<file path="src/rtl/conv_pkg.sv">
// rtl/conv_pkg.sv - shared state encoding and sizing helpers for conv_window_mac
package conv_pkg;

    typedef enum logic [2:0] {
        ST_IDLE,
        ST_FETCH,
        ST_DRAIN,
        ST_EMIT,
        ST_FIN
    } state_t;

    localparam int K_DEF  = 3;
    localparam int N_DEF  = 2;
    localparam int DW_DEF = 8;

    localparam int KK     = K_DEF * K_DEF;
    localparam int NN     = N_DEF * N_DEF;
    localparam int ADDR_W = $clog2(NN * KK);

    // Accumulator holds K*K full-width products without overflow.
    function automatic int aw_default(input int dw, input int k);
        return 2 * dw + $clog2(k * k);
    endfunction

endpackage

</file>
<file path="src/rtl/conv_window_mac_decoder.sv">
// rtl/conv_window_mac_decoder.sv - maps (tap, output pixel, stride) to a flat input-buffer address
module conv_window_mac_decoder
    import conv_pkg::*;
#(
    parameter int K  = K_DEF,
    parameter int N  = N_DEF,
    parameter int SW = $clog2(K)
) (
    input  logic [$clog2(K*K)-1:0]     kernel_index,
    input  logic [$clog2(N*N)-1:0]     pixel,
    input  logic [SW-1:0]              stride,
    input  logic [$clog2(K+1)-1:0]     kernel_width,
    output logic [$clog2(N*N*K*K)-1:0] decoded_index
);

    localparam int ADDR_BITS = $clog2(N * N * K * K);

    int kw;
    int row;
    int col;

    // Input image is (N*kw) pixels wide; taps are row-major within the window.
    always_comb begin
        kw            = (kernel_width == '0) ? 1 : int'(kernel_width);
        row           = (int'(pixel) / N) * int'(stride) + int'(kernel_index) / kw;
        col           = (int'(pixel) % N) * int'(stride) + int'(kernel_index) % kw;
        decoded_index = ADDR_BITS'(row * (N * kw) + col);
    end

endmodule

</file>
<file path="src/rtl/conv_window_mac.sv">
// rtl/conv_window_mac.sv - walks every pixel/tap pair, fetches operands and accumulates one sum per output pixel
module conv_window_mac
    import conv_pkg::*;
#(
    parameter int K  = K_DEF,
    parameter int N  = N_DEF,
    parameter int DW = DW_DEF,
    parameter int AW = aw_default(DW, K),
    parameter int SW = $clog2(K)
) (
    input  logic                          clk,
    input  logic                          rst_n,
    input  logic                          start,
    input  logic [SW-1:0]                 stride,
    output logic                          busy,
    output logic                          done,
    output logic                          cfg_err,
    output logic [$clog2(N*N*K*K)-1:0]    feat_addr,
    output logic [$clog2(K*K)-1:0]        w_addr,
    output logic                          rd_en,
    input  logic signed [DW-1:0]          feat_rdata,
    input  logic signed [DW-1:0]          w_rdata,
    output logic                          out_valid,
    input  logic                          out_ready,
    output logic [$clog2(N*N)-1:0]        out_pixel,
    output logic signed [AW-1:0]          out_data
);

    localparam int TAPS   = K * K;
    localparam int PIXELS = N * N;
    localparam int TW     = $clog2(TAPS);
    localparam int PW     = $clog2(PIXELS);
    localparam int KWW    = $clog2(K + 1);

    state_t               state_q, state_d;
    logic [TW-1:0]        tap_q, tap_d;
    logic [PW-1:0]        pix_q, pix_d;
    logic [SW-1:0]        stride_q, stride_d;
    logic                 cfg_err_q, cfg_err_d;
    logic                 acc_v_q, acc_v_d;
    logic                 acc_first_q, acc_first_d;
    logic signed [AW-1:0] acc_q, acc_d;

    logic                     stride_bad;
    logic signed [2*DW-1:0]   prod;
    logic signed [AW-1:0]     prod_ext;

    assign stride_bad = 32'(stride) > 32'(K);
    assign prod       = feat_rdata * w_rdata;
    assign prod_ext   = {{(AW-2*DW){prod[2*DW-1]}}, prod};

    conv_window_mac_decoder #(
        .K  (K),
        .N  (N),
        .SW (SW)
    ) u_decoder (
        .kernel_index  (tap_q),
        .pixel         (pix_q),
        .stride        (stride_q),
        .kernel_width  (KWW'(K)),
        .decoded_index (feat_addr)
    );

    always_comb begin
        state_d     = state_q;
        tap_d       = tap_q;
        pix_d       = pix_q;
        stride_d    = stride_q;
        cfg_err_d   = 1'b0;
        acc_v_d     = (state_q == ST_FETCH);
        acc_first_d = (state_q == ST_FETCH) && (tap_q == '0);
        acc_d       = acc_q;

        unique case (state_q)
            ST_IDLE: begin
                if (start) begin
                    if (stride_bad) begin
                        cfg_err_d = 1'b1;
                    end else begin
                        stride_d = stride;
                        tap_d    = '0;
                        pix_d    = '0;
                        state_d  = ST_FETCH;
                    end
                end
            end
            ST_FETCH: begin
                if (tap_q == TW'(TAPS - 1)) begin
                    tap_d   = '0;
                    state_d = ST_DRAIN;
                end else begin
                    tap_d = tap_q + 1'b1;
                end
            end
            ST_DRAIN: state_d = ST_EMIT;
            ST_EMIT: begin
                if (out_ready) begin
                    if (pix_q == PW'(PIXELS - 1)) begin
                        state_d = ST_FIN;
                    end else begin
                        pix_d   = pix_q + 1'b1;
                        state_d = ST_FETCH;
                    end
                end
            end
            ST_FIN:  state_d = ST_IDLE;
            default: state_d = ST_IDLE;
        endcase

        // Data returned one cycle after each read; the first tap restarts the sum.
        if (acc_v_q) begin
            acc_d = acc_first_q ? prod_ext : acc_q + prod_ext;
        end
    end

    always_ff @(posedge clk or negedge rst_n) begin
        if (!rst_n) begin
            state_q     <= ST_IDLE;
            tap_q       <= '0;
            pix_q       <= '0;
            stride_q    <= '0;
            cfg_err_q   <= 1'b0;
            acc_v_q     <= 1'b0;
            acc_first_q <= 1'b0;
            acc_q       <= '0;
        end else begin
            state_q     <= state_d;
            tap_q       <= tap_d;
            pix_q       <= pix_d;
            stride_q    <= stride_d;
            cfg_err_q   <= cfg_err_d;
            acc_v_q     <= acc_v_d;
            acc_first_q <= acc_first_d;
            acc_q       <= acc_d;
        end
    end

    assign busy      = (state_q != ST_IDLE);
    assign done      = (state_q == ST_FIN);
    assign rd_en     = (state_q == ST_FETCH);
    assign out_valid = (state_q == ST_EMIT);
    assign cfg_err   = cfg_err_q;
    assign w_addr    = tap_q;
    assign out_pixel = pix_q;
    assign out_data  = acc_q;

endmodule

</file>
<file path="config.mk">
export PLATFORM = sky130hd
export DESIGN_NAME = conv_window_mac
export DESIGN_NICKNAME = d
export VERILOG_FILES = /design/src/rtl/conv_pkg.sv /design/src/rtl/conv_window_mac_decoder.sv /design/src/rtl/conv_window_mac.sv
export SDC_FILE = /design/constraint.sdc
export NUM_CORES = 1
export LEC_CHECK = 0
export CORE_UTILIZATION = 60
export CTS_BUF_LIST = sky130_fd_sc_hd__clkbuf_4
export DETAILED_ROUTE_END_ITERATION = 8
export PLACE_DENSITY = 0.84
export SLEW_MARGIN = 20
export SYNTH_ARGS = -nofsm -noshare
export SYNTH_HDL_FRONTEND = slang
export SYNTH_SLANG_ARGS = --single-unit
</file>
<file path="constraint.sdc">
create_clock -name clk -period 6.6 [get_ports clk]
set_input_delay 1.32 -clock clk [delete_from_list [all_inputs] [get_ports clk]]
set_output_delay 1.32 -clock clk [all_outputs]
set_load 0.02 [all_outputs]
</file>
==> key figures, run 1 <==
Status
  – Status: finished with violations
  – Failing checks: design-rule violations, negative setup slack

Placed design
  – I/O Buffers: 57
  – Place WS: -0.8120 ns
  – Gp weighted congestion: 0.9329
  – DP Wirelength: 10.33 mm

Setup path
  – Startpoint class of the critical path: input port
  – Crit end category: register
  – Crit Path Max Fanout: 7
  – CP Cell Sequence: buf_4, buf_4, nand2b_1, fa_1, inv_1, fa_1, fa_1, fa_1, ha_1, a21oi_1, nand2_1, a21oi_1, o21ai_2, buf_4, xor2_2, ha_1, buf_4, a21o_1, a21o_1, a221o_1, xor2_1, nand2_1, a31oi_1
  – Worst endpoint required time: 6.87 ns
  – Worst path max stage delay: 0.56 ns
  – Cell family with most CP delay: adder cells
  – Worst EP arrival: 6.91 ns
  – FF-to-FF setup slack: 3.82 ns
  – Crit Path Class: in -> reg
  – Slowest stage cell, crit path: fa_1
  – Worst Path Buf+Inv: 5

Yosys
  – Synth area leader: fa_1
  – Cells after synthesis: 611
  – Synth area leaders: fa_1, ha_1, dfrtp_1, inv_1, xnor2_1
  – Cell variety after synth: 61
  – Most used DFF post-synth: dfrtp_1
  – Post-synth EDFFs: 0
  – Number of synthesized register bits: 33
  – Post-Syn Area: 0.005525 mm²
  – Async SR Flop Fraction: 100.0%
  – Yosys warning total: 0
  – Synth top area share: 21.74%
  – Mean area per synthesized cell: 9.043 µm²
  – Seq/Total Area, Yosys: 14.95%
  – Net Count, Synth: 762

STA
  – Worst setup margin: -0.04123 ns
  – Clock skew: 0.007591 ns
  – Final sum of negative setup slack: -0.05819 ns
  – Crit path time final: 6.641 ns
  – Final Slew Violations: 0
  – Fmax: 0.1506 GHz
  – Unrepaired setup endpoints after global routing: true
  – Tcrit/Tclk final: 100.6%
  – Least-Margin Pin Slew: 0.7602 ns
  – Rel. slew slack: 49.32%
  – Final Hold Vio Count: 0
  – Setup violations, final: 3

Route
  – DR vias: 5052
  – Wire per inst: 17.54 µm
  – Routed wl met3: 726 µm
  – Final WL: 15.14 mm
  – DRT Pass-1 Iters: 7
  – Residual DRC: 4
  – DRT iter0 DRCs: 232
  – Metal2 WL: 7.960 mm
  – Met1 WL: 5.730 mm
  – Post-DRT Antenna Nets: 0
  – Drt via density: 5.854
  – Top Metal Used: met4

Hold path
  – HP Class: reg -> reg

Global route
  – Total gr overflow: 0
  – Vias in the first global route: 5081
  – Initial antenna violation count: 0
  – Overall global routing resource usage: 28.32%
  – First-pass GRT wire length: 22.28 mm
  – Largest net degree at the start of global routing: 40

Floorplan
  – Ports: 59
  – Die area: 0.009596 mm²
  – Starting Density: 62.75%
  – Core Area: 0.008806 mm²
  – Die X-Extent: 97.96 µm
  – FP Rows: 34
  – Die Y: 97.96 µm

Clocking
  – Worst skew pair latency: 0.34 ns
  – Cts bufs inserted: 5
  – H-Tree Depth: 2
  – Clock root cell: clkbuf_4
  – Clk buf depth: 2
  – Total clock sinks: 33
  – CTS tree: yes
  – Hold Buf Count CTS: 0
  – Clock-pin slew on the worst setup and hold paths: 0.11 ns

Cells and area
  – Ratio of cells with drive above 1 in the final layout: 23.97%
  – Fin nets: 905
  – Area growth, synth to finish: 29.03%
  – ANT cells: 0
  – Commonest non-fill, non-tap cell in the layout: buf_4
  – Commonest cells after routing, fill and taps aside: buf_4, inv_1, ha_1

Flow run
  – Total of max-cap violations: 0
## logic make-up (layout without fill, tap and decap cells)
logic type	Yosys count	count (layout)	synth area share [%]
muxes	14	14	2.649
adders and majority gates	129	129	37.36
DFF	33	33	14.95
xor gates and xnor gates	40	40	6.341
buffers and inverters	94	238	6.499
AOI/OAI and AO/OA	123	123	15.76
and+or+nand+nor	177	177	16.37
other	1	1	0.06787
## layout make-up
class | count | area (µm²)
Clock buffer | 8 | 60.06
Fill cell | 515 | 1677
Inverter | 82 | 307.8
Multi-Input combinational cell | 484 | 4556
Sequential cell | 33 | 828.3
Tap cell | 108 | 135.1
Timing Repair Buffer | 148 | 1242
## Yosys cell counts, types with 5 or more instances
| cell type | instances |
|---|---|
| nand3_1 | 6 |
| mux2_2 | 5 |
| nor3b_1 | 5 |
| a31oi_1 | 10 |
| and2_1 | 41 |
| dfrtp_1 | 33 |
| clkbuf_1 | 6 |
| o21bai_1 | 5 |
| xor2_1 | 9 |
| ha_1 | 69 |
| xnor2_1 | 31 |
| nor2_1 | 34 |
| o21ai_0 | 19 |
| mux2i_1 | 9 |
| a21oi_1 | 43 |
| nand2_1 | 51 |
| a21o_1 | 13 |
| a211oi_1 | 5 |
| nand2b_1 | 14 |
| fa_1 | 60 |
| inv_1 | 82 |
## state kept, by name, summed over array words and instances (netlist names)
register and cells:
acc_v_q 1, out_pixel 2, w_addr 4, out_data 20, stride_q 2, state_q 3
acc_first_q 1
## final timing paths
path | from | endpoint | cells past startpoint
setup / recovery | feat_rdata[3] | out_data[16] | 23
hold / removal | state_q[2] | state_q[1] | 1
setup reg to reg | out_data[0] | out_data[16] | 10
hold reg to reg | state_q[2] | state_q[1] | 1
max in group asynchronous | rst_n | w_addr[2] | 2
min in group asynchronous | rst_n | out_data[5] | 2
## repair_timing
item,in CTS,in global routing
endpoints found under the setup margin,9,9
setup buffers,4,15
pin swaps,18,48
gates resized for setup,46,99
## per-stage QoR
stage | cells | util, % | hold slack, ns | cell area [µm²]
after floorplan | 611 | - | 0.4602 | 5553
after global placement | 836 | 76.61 | 0.4822 | 6746
after detailed placement | 836 | 76.61 | 0.4980 | 6746
after CTS | 848 | 78.39 | 0.5121 | 6903
after global routing | 863 | 80.96 | 0.5677 | 7129
final | 863 | 80.96 | 0.5154 | 7129
## metal layers
| layer | global-route usage, % | vias to the layer above |
|---|---|---|
| li1 | - | 2330 |
| met1 | 33.50 | 2439 |
| met2 | 52.00 | 207 |
| met3 | 4.724 | 76 |
| met4 | 9.207 | 0 |
| met5 | 0 | - |
Power of run 1 is not shown: default switching activity piles up to over one toggle a cycle in this logic, so the estimate is an artifact.
==> run 2, diff against run 1 <==
--- a/config.mk
+++ b/config.mk
@@ -5,10 +5,12 @@
 export SDC_FILE = /design/constraint.sdc
 export NUM_CORES = 1
 export LEC_CHECK = 0
-export CORE_UTILIZATION = 60
+export CORE_MARGIN = 3
+export CORE_UTILIZATION = 50
 export CTS_BUF_LIST = sky130_fd_sc_hd__clkbuf_4
 export DETAILED_ROUTE_END_ITERATION = 8
-export PLACE_DENSITY = 0.84
+export MAX_ROUTING_LAYER = met4
+export PLACE_DENSITY = 0.72
 export SLEW_MARGIN = 20
 export SYNTH_ARGS = -nofsm -noshare
 export SYNTH_HDL_FRONTEND = slang
==> run 2 against run 1 <==
  * The flow now finishes without violations
  * Non-clock buffer count decreased by 3
  * Critical path depth increased by 1
  * Die area increased by 29%
  * Cell area increased by 0.84%
  * Critical endpoint is now out_data[18]
==> key figures, run 2 (synthesis results as in run 1) <==
Route
  – DRT iter0 DRCs: 195 (-16%)
  – Wire per inst: 14.32 µm (-18%)
  – Post-DRT Antenna Nets: 0 (unchanged)
  – DR vias: 4748 (-6.0%)
  – Residual DRC: 0 (-4)
  – Final WL: 12.72 mm (-16%)
  – Drt via density: 5.347 (-8.7%)
  – DRT Pass-1 Iters: 4 (-3)

Setup path
  – Slowest stage cell, crit path: fa_1
  – Startpoint class of the critical path: input port
  – Crit end category: register
  – CP startpoint: w_rdata[7]
  – CP Cell Sequence: clkbuf_2, buf_6, fa_1, inv_1, fa_1, inv_2, fa_1, fa_1, ha_4, a21oi_2, nor2b_1, a311oi_2, o21bai_1, a21oi_1, xnor2_1, ha_1, a21o_1, a21o_1, a21o_1, a21o_1, a221o_1, nand3_2, nand4_1, a41oi_2
  – RR Startpoint: out_data[0]
  – Worst EP arrival: 6.77 ns (-0.14 ns)
  – Worst Path Buf+Inv: 4 (-1)
  – Worst endpoint required time: 6.88 ns (about the same)
  – Crit Path Class: in -> reg
  – Cell family with most CP delay: adder cells
  – Worst path max stage delay: 0.56 ns (about the same)
  – Crit Path Max Fanout: 5 (-2)

STA
  – Setup violations, final: 0 (-3)
  – Clock skew: 0.01646 ns (+0.008870 ns)
  – Fmax: 0.1541 GHz (+2.3%)
  – Final Slew Violations: 0 (unchanged)
  – Crit path time final: 6.489 ns (-0.1522 ns)
  – Least-Margin Pin Slew: 0.7507 ns (-0.009526 ns)
  – Tcrit/Tclk final: 98.32% (-2.3 points)
  – Final sum of negative setup slack: 0 ns (+0.05819 ns)
  – Rel. slew slack: 49.96% (+0.64 points)
  – Final Hold Vio Count: 0 (unchanged)
  – Worst setup margin: 0.1110 ns (+0.1522 ns)

Floorplan
  – Die Y: 111.1 µm (+13%)
  – FP Rows: 37 (+8.8%)
  – Die area: 0.01235 mm² (+29%)
  – Ports: 59 (unchanged)
  – Die X-Extent: 111.1 µm (+13%)
  – Starting Density: 52.35% (-10 points)
  – Core Area: 0.01056 mm² (+20%)

Placed design
  – Gp weighted congestion: 0.8009 (-14%)
  – DP Wirelength: 10.06 mm (-2.6%)
  – I/O Buffers: 57 (unchanged)
  – Place WS: -0.7770 ns (+0.03508 ns)

Global route
  – Total gr overflow: 0 (unchanged)
  – Initial antenna violation count: 0 (unchanged)
  – Vias in the first global route: 4898 (-3.6%)
  – Overall global routing resource usage: 21.55% (-6.8 points)
  – Largest net degree at the start of global routing: 40 (unchanged)
  – First-pass GRT wire length: 22.03 mm (-1.1%)

Cells and area
  – ANT cells: 0 (unchanged)
  – Area growth, synth to finish: 30.12%
  – Ratio of cells with drive above 1 in the final layout: 24.73% (+0.76 points)
  – Fin nets: 902 (-0.33%)
  – Commonest non-fill, non-tap cell in the layout: buf_4
  – Commonest cells after routing, fill and taps aside: buf_4, inv_1, fa_1, ha_1, nand2_1
  – Max reg flops: 20 (unchanged)

Clocking
  – Clock-pin slew on the worst setup and hold paths: 0.09 ns (-0.02 ns)
  – Worst skew pair latency: 0.37 ns (+0.03 ns)
  – Clock root cell: clkbuf_4
  – Clk buf depth: 2 (unchanged)
  – H-Tree Depth: 2 (unchanged)
  – Total clock sinks: 33 (unchanged)
  – Cts bufs inserted: 5 (unchanged)
  – Hold Buf Count CTS: 0 (unchanged)
  – CTS tree: yes

Status
  – Status: finished clean

Hold path
  – HP Class: reg -> reg
  – Hold_sp: state_q[2]

Flow run
  – Total of max-cap violations: 0 (unchanged)
## run 2: worst reg2reg max path, delay by kind of cell (launching register included)
family	cells	cell delay (ns)
AND/OR/NAND/NOR	3	0.25
flip-flops	1	0.41
adder cells (fa/ha/maj)	2	0.67
AO/OA/AOI/OAI	5	1.39
## run 2: per-stage QoR
step / instance area (µm²) / cells / utilization, % / hold WS, ns
after floorplan: 5553 / 611 / - / 0.4602
after global placement: 6782 / 864 / 64.25 / 0.4851
after detailed placement: 6782 / 864 / 64.25 / 0.5110
after CTS: 6969 / 877 / 66.03 / 0.5208
after global routing: 7189 / 888 / 68.11 / 0.5594
final: 7189 / 888 / 68.11 / 0.5155
## run 2: final cells by class
type / count / area, µm²
timing repair buffer: 145 / 1172
inverter: 82 / 307.8
clock buffer: 8 / 60.06
tap: 136 / 170.2
fill: 806 / 3366
sequential: 33 / 827.0
multi-input combinational: 484 / 4652
## run 2: timing repair
action,4_1_cts,5_1_grt
pin swaps,24,43
hold endpoints to repair,0,0
resized for setup,60,62
setup buffers,5,11
setup endpoints to repair,9,9
## run 2: final timing paths
| check | to | slack [ns] | cells after the start |
|---|---|---|---|
| min | state_q[1] | 0.52 | 1 |
| max reg2reg | out_data[18] | 3.81 | 10 |
| max in group asynchronous | w_addr[2] | 4.89 | 2 |
| min reg2reg | state_q[1] | 0.52 | 1 |
| min in group asynchronous | out_data[6] | 1.35 | 2 |
| max | out_data[18] | 0.11 | 24 |
## run 2: routing by layer
metal	up-vias	track usage, %	routed length [µm]
li1	2324	-	-
met1	2322	25.92	5374
met2	80	38.88	6757
met3	22	3.330	412
met4	0	3.650	170
met5	-	-	0
Power of run 2 is left out for the same reason.
==> run 3, diff against run 2 <==
--- a/config.mk
+++ b/config.mk
@@ -10,7 +10,7 @@
 export CTS_BUF_LIST = sky130_fd_sc_hd__clkbuf_4
 export DETAILED_ROUTE_END_ITERATION = 8
 export MAX_ROUTING_LAYER = met4
-export PLACE_DENSITY = 0.72
+export PLACE_DENSITY_LB_ADDON = 0.05
 export SLEW_MARGIN = 20
 export SYNTH_ARGS = -nofsm -noshare
 export SYNTH_HDL_FRONTEND = slang
==> run 3 against run 2 <==
  * Sequential share of layout area rose by 0.094 points
  * Routed wire length fell by 4.2%
  * Utilization fell by 0.45 points
  * Critical path type unchanged
  * Critical endpoint unchanged
  * Highest routed layer unchanged
==> key figures, run 3 (synthesis results as in run 1) <==
Status
  – Status: finished clean

Placed design
  – Dpl cell area: 0.006882 mm² (+1.5%)
  – Gp weighted congestion: 0.7820 (-2.4%)
  – DP Wirelength: 9.945 mm (-1.1%)
  – I/O Buffers: 57 (unchanged)
  – Dpl cells: 874 (+1.2%)

Cells and area
  – Register area: 828.3 µm² (+0.15%)
  – Fin nets: 905 (+0.33%)
  – Fillers: 895 (+11%)
  – Area of the multi-input gates: 0.004564 mm² (-1.9%)
  – Commonest cells after routing, fill and taps aside: buf_4, inv_1, ha_1
  – Design area: 0.007142 mm² (-0.66%)
  – Finished Layout Cells: 891 (+0.34%)
  – Max reg flops: 20 (unchanged)
  – Area growth, synth to finish: 29.26%
  – Ratio of cells with drive above 1 in the final layout: 23.18% (-1.6 points)
  – Commonest non-fill, non-tap cell in the layout: buf_4
  – ANT cells: 0 (unchanged)

Floorplan
  – Starting Density: 52.35% (unchanged)
  – FP Rows: 37 (unchanged)
  – Core Area: 0.01056 mm² (unchanged)
  – Die X-Extent: 111.1 µm (unchanged)
  – Ports: 59 (unchanged)
  – Die Y: 111.1 µm (unchanged)
  – Die area: 0.01235 mm² (unchanged)

Route
  – Drt via density: 5.272 (-1.4%)
  – DRT Pass-1 Iters: 5 (+1)
  – Wire per inst: 13.67 µm (-4.6%)
  – DRT iter0 DRCs: 167 (-14%)
  – Residual DRC: 0 (unchanged)
  – Final WL: 12.18 mm (-4.2%)
  – DR vias: 4697 (-1.1%)
  – Post-DRT Antenna Nets: 0 (unchanged)

STA
  – Final Slew Violations: 0 (unchanged)
  – Least-Margin Pin Slew: 0.7373 ns (-0.01333 ns)
  – Setup violations, final: 0 (unchanged)
  – Final sum of negative setup slack: 0 ns (unchanged)
  – Clock skew: 0.01019 ns (-0.006267 ns)
  – Crit path time final: 6.387 ns (-0.1019 ns)
  – Final Hold Vio Count: 0 (unchanged)
  – Worst hold slack: 0.5140 ns (-0.001500 ns)
  – Tcrit/Tclk final: 96.77% (-1.5 points)
  – Fmax: 0.1566 GHz (+1.6%)
  – Rel. slew slack: 50.84% (+0.89 points)

Clocking
  – Clock-pin slew on the worst setup and hold paths: 0.10 ns (about the same)
  – Worst skew pair latency: 0.36 ns (about the same)
  – Clock root cell: clkbuf_4
  – Total clock sinks: 33 (unchanged)
  – Hold Buf Count CTS: 0 (unchanged)
  – H-Tree Depth: 2 (unchanged)
  – Cts bufs inserted: 5 (unchanged)
  – Clk buf depth: 2 (unchanged)
  – CTS tree: yes

Global route
  – Vias in the first global route: 4774 (-2.5%)
  – First-pass GRT wire length: 21.48 mm (-2.5%)
  – Initial antenna violation count: 0 (unchanged)
  – Largest net degree at the start of global routing: 40 (unchanged)
  – Overall global routing resource usage: 20.82% (-0.73 points)
  – Total gr overflow: 0 (unchanged)

Hold path
  – HP Class: reg -> reg

Setup path
  – Worst EP arrival: 6.67 ns (-0.10 ns)
  – Crit Path Class: in -> reg
  – Worst endpoint required time: 6.89 ns (about the same)
  – Startpoint class of the critical path: input port
  – Crit end category: register
  – Crit Path Max Fanout: 6 (+1)

Flow run
  – Total of max-cap violations: 0 (unchanged)
[run 3: cell types whose count changed in the layout (fill, tap and decap cells not counted), sizes merged]
cell           before  now
clkdlybuf4s15       3    0
buf                96  101
clkinv              0    3
clkbuf             14   12
[run 3: worst max-delay path: stages]
cell and delay (ns):
buf_4 0.13, nand2b_4 0.14, fa_1 0.49, fa_1 0.58, inv_2 0.04, fa_1 0.55, fa_1 0.46, ha_4 0.28
a21oi_2 0.12, nor2b_1 0.06, a311oi_2 0.23, buf_4 0.16, o21bai_1 0.06, a21oi_1 0.18, xnor2_1 0.16, ha_1 0.27
a21o_1 0.18, a21o_1 0.16, a21o_1 0.15, a21o_1 0.15, a221o_1 0.39, nand3_2 0.10, nand4_1 0.11, a41oi_2 0.20
[run 3: final cells by class]
cell class	count	area share, %
clock buffers	5	0.5256
multi-input cells	484	63.91
inverters	82	4.310
clock inverters	3	0.1752
flip-flops and latches	33	11.60
well taps	136	2.383
repair buffers	148	17.10
[run 3: final timing paths]
kind,slack (ns),to,cells after the start,start
min in group asynchronous,1.36,out_data[4],2,rst_n
worst max register to register,3.85,out_data[18],10,out_data[0]
worst min register to register,0.51,state_q[1],1,state_q[2]
worst max-delay path,0.21,out_data[18],24,feat_rdata[0]
worst min-delay path,0.51,state_q[1],1,state_q[2]
max in group asynchronous,4.90,w_addr[2],2,rst_n
[run 3: timing repair]
action,in CTS,in global routing
pin swaps,19,32
buffers inserted,5,5
gates cloned,0,0
setup endpoints to repair,9,9
gates resized for setup,50,69
[run 3: layer usage]
layer	share of wire, %	global-route usage (%)	vias up
met5	0	-	-
met4	1.2	3.406	0
met3	3.8	3.330	18
met2	51	35.88	81
met1	44	26.42	2270
li1	-	-	2328
[run 3: metrics by stage]
step	utilization, %	setup slack, ns
2_1_floorplan	-	0.03025
5_1_grt	67.66	-0.01420
3_3_place_gp	65.20	-0.6734
3_5_place_dp	65.20	-0.7860
4_1_cts	66.73	0.001072
6_report	67.66	0.2129
Power of run 3 is left out for the same reason.
